[src/rtl/irq_ctrl_if.sv]
// irq_ctrl bus: software register port from EXE plus the CP0 handshake.
// The controller sits on the slave side; the core/CP0 side is the master.
interface irq_ctrl_if #(
    parameter int ID_W = 3
);
    logic            cfg_we;
    logic [1:0]      cfg_addr;
    logic [31:0]     cfg_wdata;
    logic [31:0]     cfg_rdata;
    logic            taken;
    logic            eoi;
    logic            ir_out;
    logic [ID_W-1:0] ir_id;
    logic            busy;

    modport master (
        output cfg_we, cfg_addr, cfg_wdata, taken, eoi,
        input  cfg_rdata, ir_out, ir_id, busy
    );

    modport slave (
        input  cfg_we, cfg_addr, cfg_wdata, taken, eoi,
        output cfg_rdata, ir_out, ir_id, busy
    );
endinterface

[src/rtl/irq_ctrl.sv]
// Priority interrupt controller feeding CP0's external interrupt input.
// Optional macro IRQ_SYNC_EN adds a 2-flop synchronizer on irq_src.
module irq_ctrl #(
    parameter int N_SRC = 8,
    parameter int ID_W  = 3
) (
    input  logic             clk,
    input  logic             rst,
    input  logic [N_SRC-1:0] irq_src,
    irq_ctrl_if.slave        bus
);
    typedef enum logic [1:0] {
        IDLE    = 2'd0,
        ASSERT  = 2'd1,
        SERVICE = 2'd2
    } state_t;

    state_t state;
    state_t state_next;

    logic [N_SRC-1:0] s;
    logic [N_SRC-1:0] s_prev;
    logic [N_SRC-1:0] mask_r;
    logic [N_SRC-1:0] edge_r;
    logic [N_SRC-1:0] epend;
    logic [N_SRC-1:0] epend_next;
    logic [N_SRC-1:0] pend;
    logic [N_SRC-1:0] req;
    logic [N_SRC-1:0] rise;
    logic [N_SRC-1:0] w1c;
    logic [N_SRC-1:0] take;
    logic [ID_W-1:0]  id_r;
    logic [ID_W-1:0]  win;
    logic             any_req;
    logic             id_req;
    logic             ir_out;
    logic             busy;
    logic             unused_wdata;

`ifdef IRQ_SYNC_EN
    logic [N_SRC-1:0] sync1;
    logic [N_SRC-1:0] sync2;

    always_ff @(posedge clk or posedge rst) begin
        if (rst) begin
            sync1 <= '0;
            sync2 <= '0;
        end else begin
            sync1 <= irq_src;
            sync2 <= sync1;
        end
    end

    assign s = sync2;
`else
    assign s = irq_src;
`endif

    // Only edge sources keep state; level sources mirror s directly.
    assign pend    = (edge_r & epend) | (~edge_r & s);
    assign req     = pend & mask_r;
    assign any_req = |req;
    assign id_req  = req[id_r];
    assign rise    = s & ~s_prev;

    assign w1c = (bus.cfg_we && bus.cfg_addr == 2'd1)
               ? bus.cfg_wdata[N_SRC-1:0] : '0;

    assign unused_wdata = ^bus.cfg_wdata;

    always_comb begin
        take = '0;
        for (int i = 0; i < N_SRC; i++) begin
            take[i] = (state == ASSERT) && bus.taken
                    && (id_r == ID_W'(i));
        end
    end

    // A fresh edge beats a clear landing in the same cycle.
    assign epend_next = edge_r & (rise | (epend & ~(w1c | take)));

    always_comb begin
        win = '0;
        for (int i = N_SRC - 1; i >= 0; i--) begin
            if (req[i]) begin
                win = ID_W'(i);
            end
        end
    end

    always_ff @(posedge clk or posedge rst) begin
        if (rst) begin
            mask_r <= '0;
            edge_r <= '0;
            epend  <= '0;
            s_prev <= '0;
            id_r   <= '0;
        end else begin
            if (bus.cfg_we && bus.cfg_addr == 2'd0) begin
                mask_r <= bus.cfg_wdata[N_SRC-1:0];
            end
            if (bus.cfg_we && bus.cfg_addr == 2'd3) begin
                edge_r <= bus.cfg_wdata[N_SRC-1:0];
            end
            epend  <= epend_next;
            s_prev <= s;
            if (state == IDLE && any_req) begin
                id_r <= win;
            end
        end
    end

    always_ff @(posedge clk or posedge rst) begin
        if (rst) begin
            state <= IDLE;
        end else begin
            state <= state_next;
        end
    end

    always_comb begin
        state_next = state;
        unique case (state)
            IDLE: begin
                if (any_req) begin
                    state_next = ASSERT;
                end
            end
            ASSERT: begin
                if (bus.taken) begin
                    state_next = SERVICE;
                end else if (!id_req) begin
                    state_next = IDLE;
                end
            end
            SERVICE: begin
                if (bus.eoi) begin
                    state_next = IDLE;
                end
            end
            default: state_next = IDLE;
        endcase
    end

    always_comb begin
        ir_out = 1'b0;
        busy   = 1'b0;
        unique case (state)
            IDLE: begin
                ir_out = 1'b0;
                busy   = 1'b0;
            end
            ASSERT: begin
                ir_out = 1'b1;
                busy   = 1'b1;
            end
            SERVICE: begin
                ir_out = 1'b0;
                busy   = 1'b1;
            end
            default: begin
                ir_out = 1'b0;
                busy   = 1'b0;
            end
        endcase
    end

    always_comb begin
        bus.cfg_rdata = '0;
        unique case (bus.cfg_addr)
            2'd0: bus.cfg_rdata = 32'(mask_r);
            2'd1: bus.cfg_rdata = 32'(pend);
            2'd2: bus.cfg_rdata = {busy, 23'b0, 8'(id_r)};
            2'd3: bus.cfg_rdata = 32'(edge_r);
            default: bus.cfg_rdata = '0;
        endcase
    end

    assign bus.ir_out = ir_out;
    assign bus.busy   = busy;
    assign bus.ir_id  = id_r;
endmodule

[src/flat_wrapper.sv]
// flat-port wrapper written by rule: the top's interface ports become plain ports
module irq_ctrl_flat 
#(
    parameter int N_SRC = 8,
    parameter int ID_W  = 3
)
  (clk, rst, irq_src, bus_cfg_we, bus_cfg_addr, bus_cfg_wdata, bus_taken, bus_eoi, bus_cfg_rdata, bus_ir_out, bus_ir_id, bus_busy);
  irq_ctrl_if #(.ID_W(ID_W)) bus_i ();
  input  logic clk;
  input  logic rst;
  input  logic [N_SRC-1:0] irq_src;
  input wire logic [$bits(bus_i.cfg_we)-1:0] bus_cfg_we;
  input wire logic [$bits(bus_i.cfg_addr)-1:0] bus_cfg_addr;
  input wire logic [$bits(bus_i.cfg_wdata)-1:0] bus_cfg_wdata;
  input wire logic [$bits(bus_i.taken)-1:0] bus_taken;
  input wire logic [$bits(bus_i.eoi)-1:0] bus_eoi;
  output wire logic [$bits(bus_i.cfg_rdata)-1:0] bus_cfg_rdata;
  output wire logic [$bits(bus_i.ir_out)-1:0] bus_ir_out;
  output wire logic [$bits(bus_i.ir_id)-1:0] bus_ir_id;
  output wire logic [$bits(bus_i.busy)-1:0] bus_busy;
  assign bus_i.cfg_we = bus_cfg_we;
  assign bus_i.cfg_addr = bus_cfg_addr;
  assign bus_i.cfg_wdata = bus_cfg_wdata;
  assign bus_i.taken = bus_taken;
  assign bus_i.eoi = bus_eoi;
  assign bus_cfg_rdata = bus_i.cfg_rdata;
  assign bus_ir_out = bus_i.ir_out;
  assign bus_ir_id = bus_i.ir_id;
  assign bus_busy = bus_i.busy;
  irq_ctrl #(.N_SRC(N_SRC), .ID_W(ID_W)) u_core (.clk(clk), .rst(rst), .irq_src(irq_src), .bus(bus_i));
endmodule
[config.mk]
export PLATFORM = sky130hd
export DESIGN_NAME = irq_ctrl_flat
export DESIGN_NICKNAME = d
export VERILOG_FILES = /design/src/rtl/irq_ctrl_if.sv /design/src/rtl/irq_ctrl.sv /design/src/flat_wrapper.sv
export SDC_FILE = /design/constraint.sdc
export NUM_CORES = 1
export LEC_CHECK = 0
export CAP_MARGIN = 20
export CORE_UTILIZATION = 45
export CTS_BUF_LIST = sky130_fd_sc_hd__clkbuf_8 sky130_fd_sc_hd__clkbuf_16
export CTS_CLUSTER_SIZE = 24
export DETAILED_ROUTE_END_ITERATION = 6
export GPL_TIMING_DRIVEN = 0
export PLACE_DENSITY = 0.81
export SLEW_MARGIN = 10
export SYNTH_ARGS = -nofsm -noshare
export SYNTH_HDL_FRONTEND = slang
export SYNTH_SLANG_ARGS = --single-unit
[constraint.sdc]
create_clock -name clk -period 1.71 [get_ports clk]
set_input_delay 0.4275 -clock clk [delete_from_list [all_inputs] [get_ports clk]]
set_output_delay 0.4275 -clock clk [all_outputs]
set_load 0.01 [all_outputs]
-- Word-level counts from Yosys, hierarchy flattened
Index checks and enable logic that the tools add are counted.
- memory bits (read-only): 0
- logic and storage cells: 72
- register bits after elaboration: 37
- bits in latches: 0
- memories: 0
- RAM bits: 0
- muxes and demuxes: 19
- reductions and logical operators: 19
- add/sub/neg operators: 0
- $mul: 0
- order comparisons: 1
- shift-type cells: 0
- eq/ne operators: 15
- div/mod/pow operators: 0
- bitwise operators: 12
- operators by type and width (cell ; count):
    one-hot mux 32 bit (4 select lines) ; 1
    bitwise AND 8 bit ; 6
    2-to-1 mux 3 bit ; 8
    NOT 8 bit ; 3
    OR 8 bit ; 3
    logical AND 1 bit ; 13
    == test 3 bit (second input constant) ; 4
    2-to-1 mux 2 bit ; 4
    2-to-1 mux 8 bit ; 1
    OR reduction 8 bit ; 1
    == test 2 bit (second input constant) ; 3
    == test 3 x 2 -> 1 bit (second input constant) ; 2
    one-hot mux 2 bit (3 select lines) ; 1
    == test 2 x 1 -> 1 bit (second input constant) ; 2
    logical NOT 2 bit ; 2
    less-than comparator 3 x 4 -> 1 bit (second input constant) ; 1
    binary-select mux 1 bit (select 3 bit) ; 1
    == test 3 x 1 -> 1 bit (second input constant) ; 1
    logical NOT 3 bit ; 1
    2-to-1 mux 1 bit ; 3
    != test 3 bit (second input constant) ; 1
    AND reduction 3 bit ; 1
    != test 2 x 1 -> 1 bit (second input constant) ; 1
    != test 2 bit (second input constant) ; 1
    OR reduction 2 bit ; 1

-- Longest topological paths before layout
Gate-level depths: netlist of the first run.
- depth in word-level cells: 12
- mapped depth: 7
- depth with buffers taken out: 7

-- Worst setup path after synthesis of the first run
OpenSTA, ideal clock, no wires.
- path type: input to output
- start: input bus_cfg_addr[0]
- end: output bus_cfg_rdata[0]
- data arrival time: 1.287 ns
- stages: 3
- slack: -0.005 ns
- path through: buf_2 buf_1 mux4_1
- word-level cells in the longest chain between the ends: 2
- elaborated cells on any way between the ends: 5
- those cells by class: eq/ne (3); mux (1); reduce/logical (1)
- RTL lines (what ; line ; text):
    start: declaration ; flat_wrapper.sv:13 ; input wire logic [$bits(bus_i.cfg_addr)-1:0] bus_cfg_addr;
    == test 2 bit (tied with other cells) ; irq_ctrl.sv:170 ; unique case (bus.cfg_addr)
    one-hot mux 32 bit (4 select lines) * ; irq_ctrl.sv:170 ;
    end: declaration ; flat_wrapper.sv:17 ; output wire logic [$bits(bus_i.cfg_rdata)-1:0] bus_cfg_rdata;
Every way passes the cells marked *; elsewhere a longest branch is shown, timed or not. The select of a mux whose other input is x is not followed.

-- Worst setup path after layout of the first run
- start: register u_core.edge_r[2]
- end: output bus_cfg_rdata[2]
- word-level cells in the longest chain between the ends: 4
- elaborated cells on any way between the ends: 5
- those cells by class: mux (1); bitwise (4)
- RTL lines (what ; line ; text):
    start: declaration ; irq_ctrl.sv:24 ; logic [N_SRC-1:0] edge_r;
    start signal: assignment ; irq_ctrl.sv:103 ; edge_r <= bus.cfg_wdata[N_SRC-1:0];
    NOT 8 bit ; irq_ctrl.sv:60 ; assign pend = (edge_r & epend) | (~edge_r & s);
    bitwise AND 8 bit ; irq_ctrl.sv:60 ;
    OR 8 bit ; irq_ctrl.sv:60 ;
    one-hot mux 32 bit (4 select lines) * ; irq_ctrl.sv:170 ;
Marks and branches as above.

==> impl_metrics.json, run 1 <==
{
  "ant_nets": 0,
  "slew_headroom": 0.4874,
  "grt-ovfl-total": 0,
  "start_util": 0.4823,
  "layout_commonest_cell": "buf_4",
  "swShare": 0.3709,
  "synthesis.area_um2": 2338,
  "status": "finished with violations",
  "final_area_um2": 3174,
  "crit_end": "bus_cfg_rdata[2]",
  "mostFrequentLayoutCells": "45 x buf_4, 34 x dfrtp_1, 26 x nor2b_1",
  "io_pins": 84,
  "grt_usage": 0.2062,
  "placed_area_um2": 2846,
  "seq_area_frac_synth": 0.3959,
  "core_um2": 4848,
  "arrival_ns": 1.62,
  "startpoint": "u_core.edge_r[2]$_DFFE_PP0P_",
  "clkLatencyLatePin_ns": 0.29,
  "die_area_um2": 5489,
  "syn2layout_area_growth_pct": 35.74,
  "htreeDepth": 2,
  "maxSlewViolCount": 0,
  "cts_tree": "yes",
  "drive_above_1_share": 0.3730,
  "grt_pass1_vias": 1756,
  "antenna_found_initial": 0,
  "skew_ns": 0.008491,
  "die_w_um": 74.09,
  "firstDrtPassIters": 4,
  "holdWs_ns": 0.3975,
  "fin_ws_ns": -0.3337,
  "p_switching_mw": 1.344,
  "die_h_um": 74.09,
  "vias_per_cell": 5.235,
  "internal_power_mw": 2.280,
  "yosysUniqueCellTypes": 43,
  "clock_path_buffers": 2,
  "cts_root_buf": "clkbuf_8",
  "hold_buffers": 0,
  "clock.fmax_mhz": 489.3,
  "yosysTopAreaCell": "dfrtp_1",
  "drc": 0,
  "powerDensity_nw_per_um2": 1142,
  "reg2reg_setup_slack_ns": 0.04,
  "fillCellCount": 391,
  "worstSetupEndpointType": "output pin",
  "ys_warn_count": 0,
  "synth_edf_count": 0,
  "worstMarginPinSlew_ns": 0.7678,
  "dp_hpwl_um": 3633,
  "clock-sinks": 37,
  "synth_area_per_cell_um2": 10.44,
  "portBuffers": 34,
  "ys_ff_latch": 37,
  "critical_path.max_fanout": 2,
  "worstReg2RegStart": "u_core.edge_r[2]$_DFFE_PP0P_",
  "combinationalPowerShare": 0.511,
  "rr_worst_depth": 6,
  "vias": 1979,
  "synthFlopType": "dfrtp_1",
  "failed_checks": "negative setup slack",
  "numCtsBuffers": 5,
  "wirelength_um": 5418,
  "cp-start-kind": "register",
  "clkSlewWorstSetupHoldPaths_ns": 0.07,
  "pwr-share-seq": 0.333,
  "period_share": 1.195,
  "grt_max_degree": 38,
  "nets": 360,
  "fin_crit_ns": 2.044,
  "drtIter0Drc": 114,
  "num_antenna_cells": 0,
  "finalSetupViolations": 4,
  "async_flop_share": 1.000,
  "grt_setup_unrepaired": "true",
  "irDropWorstVdd_uv": 838.4,
  "leakage_nw": 1.466,
  "synth_cells": 224,
  "routabilityCongestion": 0.8514,
  "grt_pass1_wl_um": 8397,
  "cap_violations": 0,
  "rows": 25,
  "hold_viol": 0,
  "synth_top_area_frac": 0.3959,
  "critical_path_class": "register to output pin",
  "p_clk_frac": 0.157,
  "reg2reg_to": "u_core.bus.ir_id[0]$_DFFE_PP0P_",
  "hold_class": "input pin to register",
  "wl_per_cell_um": 14.33,
  "ys_top_cells_by_area": "dfrtp_1 40%, mux2_2 7.7%, buf_4 7.4%",
  "cp.required_ns": 1.28
}
## how the worst min path moves through the flow
stage                     slack (ns)  cells past startpoint                         end                 startpoint
after floorplan                 0.46                      0  u_core.s_prev[0]$_DFF_PP0_                 irq_src[0]
after global placement          0.52                      2   u_core.epend[1]$_DFF_PP0_  u_core.epend[1]$_DFF_PP0_
after detailed placement        0.53                      2   u_core.epend[0]$_DFF_PP0_  u_core.epend[0]$_DFF_PP0_
after CTS                       0.40                      1  u_core.s_prev[0]$_DFF_PP0_                 irq_src[0]
after global routing            0.40                      1  u_core.s_prev[0]$_DFF_PP0_                 irq_src[0]
final                           0.40                      1  u_core.s_prev[0]$_DFF_PP0_                 irq_src[0]
## registers in the layout (all words and copies together) (netlist names)
register,count
u_core.s_prev,8
u_core.bus.ir_id,3
u_core.edge_r,8
u_core.state,2
u_core.epend,8
u_core.mask_r,8
## metal layers
metal  vias to the layer above  GRT usage  wire length (um)
met4                         0    0.07479                85
li1                        934          -                 -
met3                         8    0.04607               357
met5                         -          0                 0
met1                       952     0.2759              2304
met2                        85     0.3293              2670
## cells by family (layout without fill, tap and decap cells)
logic type | after synthesis | after routing | share of synthesized area
AOI/OAI and AO/OA | 54 | 54 | 0.1771
adders and majority gates | 3 | 3 | 0.01605
buffers and inverters | 35 | 100 | 0.09470
DFF | 37 | 37 | 0.3959
muxes | 29 | 29 | 0.1610
other | 1 | 23 | 0.001604
and+or+nand+nor | 65 | 65 | 0.1536
## stage by stage
stage	utilization	setup WS, ns	setup TNS [ns]	std cells	power, mW
5_1_grt	0.6547	-0.3668	-1.253	378	3.845
4_1_cts	0.6323	-0.3348	-1.005	370	3.438
6_report	0.6547	-0.3337	-0.9880	378	3.624
3_5_place_dp	0.5871	-0.9027	-14.18	347	2.684
3_3_place_gp	0.5871	-0.8991	-27.06	347	2.655
2_1_floorplan	-	0.02554	0	246	2.179
## cell type report
cell class | instances | area, um^2 | area share
Buffer | 29 | 222.7 | 0.07016
Tap cell | 67 | 83.83 | 0.02641
Clock inverter | 3 | 11.26 | 0.003548
Timing Repair Buffer | 57 | 486.7 | 0.1533
Clock buffer | 5 | 68.82 | 0.02168
Inverter | 6 | 22.52 | 0.007095
Sequential cell | 37 | 929.6 | 0.2929
Multi-Input combinational cell | 174 | 1349 | 0.4249
## power by group through the flow
| stage | Combinational (mW) | Sequential (mW) | Clock (mW) |
|---|---|---|---|
| floorplan | 0.965 | 1.21 | 0 |
| global placement | 1.41 | 1.24 | 0 |
| detailed placement | 1.43 | 1.25 | 0 |
| CTS | 1.67 | 1.19 | 0.576 |
| global route | 2.00 | 1.23 | 0.623 |
| finish | 1.85 | 1.21 | 0.568 |
## repair_timing
| item | in CTS | in global routing |
|---|---|---|
| endpoints found under the setup margin | 28 | 13 |
| pin swaps | 3 | 9 |
| resized for setup | 71 | 22 |
| buffers inserted | 15 | 8 |
| cloned | 0 | 0 |
## cells in the mapped netlist (2+ instances only)
| cell type | count |
|---|---|
| ha_1 | 3 |
| buf_4 | 23 |
| o211ai_1 | 4 |
| a22oi_1 | 7 |
| mux2_2 | 16 |
| a2bb2oi_2 | 2 |
| a31oi_1 | 2 |
| nand3_1 | 2 |
| mux2i_1 | 5 |
| mux4_2 | 2 |
| a32oi_1 | 4 |
| clkbuf_1 | 2 |
| nor2_1 | 13 |
| nand2b_1 | 3 |
| o21ai_0 | 12 |
| nor2b_1 | 26 |
| a22oi_4 | 2 |
| buf_2 | 3 |
| nand2_1 | 13 |
| mux2_4 | 5 |
| dfrtp_1 | 37 |
| inv_1 | 6 |
| a21oi_1 | 12 |
## worst max-delay path, cell delays in order (launching register included)
cell and delay (ns):
dfrtp_1 0.40, mux2_4 0.31, mux4_2 0.48, buf_6 0.14
(Power assumes the default switching activity.)
==> run 2, diff against run 1 <==
CORE_ASPECT_RATIO = 0.6   (was not set)
GPL_TIMING_DRIVEN = not set   (was 0)
==> run 2 against run 1 <==
The run still ends with negative setup slack left. Clock skew down 0.0052 ns. Worst setup slack better by 0.0093 ns. Clock-buffer cell count unchanged. Combinational power up 18%. Via count up 3.7%. Sequential share of layout area down 2.1 points. Cell count up 1.3%. Sequential power down 4%. Hold slack better by 0.0021 ns. Flip-flop and latch count unchanged. Critical path type unchanged. Largest cell class unchanged. Largest power group unchanged.
==> impl_metrics.json, run 2 (same netlist as run 1, synthesis figures left out) <==
{
  "status": "finished with violations",
  "failed_checks": "negative setup slack",
  "routabilityCongestion": 0.8333,
  "cp_slowest_stage_delay_ns": 0.48,
  "slowest_stage": "mux4_2",
  "critical_path_class": "register to output pin",
  "grt_usage": 0.2521,
  "antenna_found_initial": 0,
  "rows": 19,
  "rr_worst_depth": 6,
  "hold_class": "input pin to register",
  "portBuffers": 36,
  "die_area_um2": 5499,
  "numCtsBuffers": 5,
  "fin_ws_ns": -0.3244,
  "period_share": 1.190,
  "maxSlewViolCount": 0,
  "critical_path.top_delay_family": "multiplexers",
  "skew_ns": 0.003324,
  "core_um2": 4778,
  "hold_viol": 0,
  "critical_path_depth": 3,
  "irDropWorstVdd_uv": 558.0,
  "clock-sinks": 37,
  "worstReg2RegStart": "u_core.edge_r[6]$_DFFE_PP0P_",
  "mostFrequentLayoutCells": "48 x buf_4, 36 x dfrtp_1, 24 x nor2b_1",
  "leakage_nw": 1.565,
  "cap_violations": 0,
  "start_util": 0.4894,
  "drive_above_1_share": 0.4281,
  "grt_setup_unrepaired": "true",
  "ant_nets": 0,
  "dp_hpwl_um": 4199,
  "clock_path_buffers": 2,
  "layout_commonest_cell": "buf_4",
  "grt_pass1_vias": 2048,
  "htreeDepth": 2,
  "wl_per_cell_um": 16.89,
  "num_antenna_cells": 0,
  "grt_pass1_wl_um": 10410,
  "pre_cts_ws_ns": -0.8507,
  "clkLatencyLatePin_ns": 0.29,
  "clkSlewWorstSetupHoldPaths_ns": 0.07,
  "wirelength_um": 6467,
  "worstSetupEndpointType": "output pin",
  "arrival_ns": 1.61,
  "firstDrtPassIters": 4,
  "fin_util": 0.7125,
  "finalSetupViolations": 5,
  "grt_max_degree": 38,
  "clock.fmax_mhz": 491.5,
  "cp.required_ns": 1.28,
  "crit_end": "bus_cfg_rdata[1]",
  "cp-start-kind": "register",
  "grt-ovfl-total": 0,
  "critPathBufInv": 1,
  "nets": 369,
  "io_pins": 84,
  "syn2layout_area_growth_pct": 45.59,
  "powerDensity_nw_per_um2": 1155,
  "cts_tree": "yes",
  "fin_crit_ns": 2.034,
  "cts_root_buf": "clkbuf_8",
  "die_h_um": 57.84,
  "vias": 2052,
  "startpoint": "u_core.edge_r[1]$_DFFE_PP0P_",
  "vias_per_cell": 5.358,
  "drtIter0Drc": 134,
  "drc": 0,
  "reg2reg_setup_slack_ns": -0.06,
  "path_cells": "mux2_4 -> mux4_2 -> buf_6",
  "critical_path.max_fanout": 2,
  "reg2reg_to": "u_core.state[0]$_DFFE_PP0P_",
  "die_w_um": 95.07
}
==> run 2: cell types whose count changed in the layout (fill, tap and decap cells not counted), moves of 4 or more <==
cell,before,now
a32oi_1,4,0
dlygate4sd2_1,7,11
a32oi_2,0,4
buf_6,6,10
==> run 2: worst min path at each step <==
stage | from | end | depth (start not counted)
global route | irq_src[2] | u_core.s_prev[2]$_DFF_PP0_ | 1
finish | irq_src[2] | u_core.s_prev[2]$_DFF_PP0_ | 1
CTS | irq_src[2] | u_core.s_prev[2]$_DFF_PP0_ | 1
floorplan | irq_src[0] | u_core.s_prev[0]$_DFF_PP0_ | 0
detailed placement | u_core.edge_r[3]$_DFFE_PP0P_ | u_core.edge_r[3]$_DFFE_PP0P_ | 1
global placement | u_core.edge_r[3]$_DFFE_PP0P_ | u_core.edge_r[3]$_DFFE_PP0P_ | 1
==> run 2: through the flow <==
step           hold WS (ns)  instance area, um^2  power, mW  std cells  setup TNS, ns
6_report             0.3995                 3405      3.933        383         -1.038
5_1_grt              0.4009                 3405      4.165        383         -1.447
4_1_cts              0.4035                 3278      3.747        380        -0.9956
3_5_place_dp         0.5274                 3044      2.989        362         -13.63
3_3_place_gp         0.5152                 3044      2.948        362         -12.51
2_1_floorplan        0.4589                 2422      2.179        246              0
==> run 2: power by group <==
part | switching [mW] | leakage, nW | internal [mW] | total [mW]
logic | 1.07 | 1.07 | 1.12 | 2.19
clock network | 0.314 | 0.0491 | 0.277 | 0.591
registers | 0.117 | 0.450 | 1.04 | 1.16
==> run 2: final cells by class <==
| class | count | area (um^2) |
|---|---|---|
| clock buffers | 5 | 68.82 |
| clock inverters | 3 | 13.76 |
| fillers | 348 | 1374 |
| inverters | 6 | 25.02 |
| multi-input cells | 174 | 1441 |
| flip-flops and latches | 37 | 927.1 |
| well taps | 63 | 78.83 |
| repair buffers | 95 | 849.6 |
==> run 2: timing repair <==
item                       4_1_cts  5_1_grt
setup buffers                    8        3
gates cloned                     2        0
pin swaps                       16       15
setup endpoints to repair       25       22
hold buffers                     0        0
gates resized for setup         87       30
==> run 2: routing by layer <==
layer / share of wire / global-route usage / up-vias
met4: 0.014 / 0.05195 / 0
met2: 0.44 / 0.3786 / 94
met3: 0.074 / 0.04724 / 13
met1: 0.47 / 0.3808 / 989
met5: 0 / 0 / -
li1: - / - / 956
==> run 3, diff against run 2 <==
SKIP_CTS_REPAIR_TIMING = 1   (was not set)
==> run 3 against run 2 <==
The flow still finishes with violations (negative setup slack). Final area rose by 1.2%. Clock-buffer cell count did not move. Global-route usage shrank 2.8 points. Utilization is 0.84 points higher. Non-clock buffer count is 1 lower. Clock power is 1% higher. Worst setup slack worse by 0.029 ns. Critical path type unchanged. Critical endpoint unchanged. Largest cell class unchanged.
==> impl_metrics.json, run 3 (same netlist as run 1, synthesis figures left out) <==
{
  "status": "finished with violations",
  "failed_checks": "negative setup slack",
  "rows": 19,
  "syn2layout_area_growth_pct": 47.30,
  "num_antenna_cells": 0,
  "holdWs_ns": 0.2897,
  "grt_pass1_wl_um": 9384,
  "p_total_mw": 3.972,
  "hold_viol": 0,
  "portBuffers": 36,
  "wirelength_um": 6466,
  "numCtsBuffers": 5,
  "wl_per_cell_um": 16.93,
  "powerDensity_nw_per_um2": 1153,
  "fin_crit_ns": 2.064,
  "die_w_um": 95.07,
  "grt_setup_unrepaired": "true",
  "drive_above_1_share": 0.4169,
  "start_util": 0.4894,
  "placed_area_um2": 3044,
  "critical_path_class": "register to output pin",
  "layout_commonest_cell": "buf_4",
  "mostFrequentLayoutCells": "45 x buf_4, 37 x dfrtp_1, 24 x nor2b_1",
  "cp-start-kind": "register",
  "fin_ws_ns": -0.3536,
  "clkSlewWorstSetupHoldPaths_ns": 0.08,
  "grt_usage": 0.2243,
  "clock_path_buffers": 2,
  "htreeDepth": 2,
  "die_h_um": 57.84,
  "hold_class": "input pin to register",
  "cap_violations": 0,
  "finalSetupViolations": 5,
  "nets": 368,
  "arrival_ns": 1.64,
  "fillCellCount": 336,
  "fin_util": 0.7209,
  "grt_max_degree": 38,
  "worstSetupEndpointType": "output pin",
  "skew_ns": 0.003337,
  "die_area_um2": 5499,
  "clkLatencyLatePin_ns": 0.29,
  "cp.required_ns": 1.28,
  "irDropWorstVdd_uv": 528.4,
  "vias_per_cell": 5.338,
  "antenna_found_initial": 0,
  "cts_root_buf": "clkbuf_8",
  "cts_tree": "yes",
  "routabilityCongestion": 0.8333,
  "clock-sinks": 37,
  "pre_cts_ws_ns": -0.8507,
  "ant_nets": 0,
  "drtIter0Drc": 164,
  "grt-ovfl-total": 0,
  "vias": 2039,
  "critical_path.max_fanout": 3,
  "firstDrtPassIters": 4,
  "io_pins": 84,
  "dp_hpwl_um": 4199,
  "core_um2": 4778,
  "drc": 0,
  "grt_pass1_vias": 1882,
  "maxSlewViolCount": 0,
  "leakage_nw": 1.669,
  "final_area_um2": 3445,
  "clock.fmax_mhz": 484.6,
  "period_share": 1.207
}
==> run 3: worst max-delay path, stage by stage, from the launching register on <==
cell     delay, ns
dfrtp_1       0.41
mux2_4        0.31
mux4_2        0.48
buf_6         0.14
==> run 3: layout make-up <==
type                            instances  area [um^2]  area share
Multi-Input combinational cell        174         1431      0.4155
Sequential cell                        37        925.9      0.2688
Timing Repair Buffer                   94        900.9      0.2615
Tap cell                               63        78.83     0.02288
Clock buffer                            5        68.82     0.01998
Inverter                                6        25.02    0.007265
Clock inverter                          3        13.76    0.003996
==> run 3: path summary, 6_finish.rpt <==
kind	from	endpoint	slack, ns	depth (start not counted)
setup / recovery	u_core.edge_r[1]$_DFFE_PP0P_	bus_cfg_rdata[1]	-0.35	3
setup reg to reg	u_core.edge_r[6]$_DFFE_PP0P_	u_core.state[0]$_DFFE_PP0P_	-0.06	6
hold / removal	irq_src[2]	u_core.s_prev[2]$_DFF_PP0_	0.29	1
hold reg to reg	u_core.epend[0]$_DFF_PP0_	u_core.epend[0]$_DFF_PP0_	0.56	2
max in group asynchronous	rst	u_core.edge_r[5]$_DFFE_PP0P_	1.04	3
min in group asynchronous	rst	u_core.s_prev[6]$_DFF_PP0_	0.48	3
==> run 3: power breakdown <==
part | switching [mW] | total, mW | internal, mW
clock | 0.321 | 0.598 | 0.277
sequential | 0.116 | 1.15 | 1.04
combinational | 1.06 | 2.22 | 1.16
total | 1.50 | 3.97 | 2.48
==> run 3: layer usage <==
metal / global-route usage / vias to the layer above / share of wire / wire length [um]
met1: 0.3486 / 992 / 0.48 / 3102
li1: - / 953 / - / -
met3: 0.04987 / 9 / 0.080 / 519
met2: 0.3204 / 85 / 0.43 / 2771
met4: 0.04329 / 0 / 0.011 / 73
met5: 0 / - / 0 / 0
==> run 3: stage by stage <==
stage | setup TNS, ns | instances
6_report | -1.070 | 382
5_1_grt | -1.597 | 382
4_1_cts | -9.132 | 370
3_5_place_dp | -13.63 | 362
3_3_place_gp | -12.51 | 362
2_1_floorplan | 0 | 246
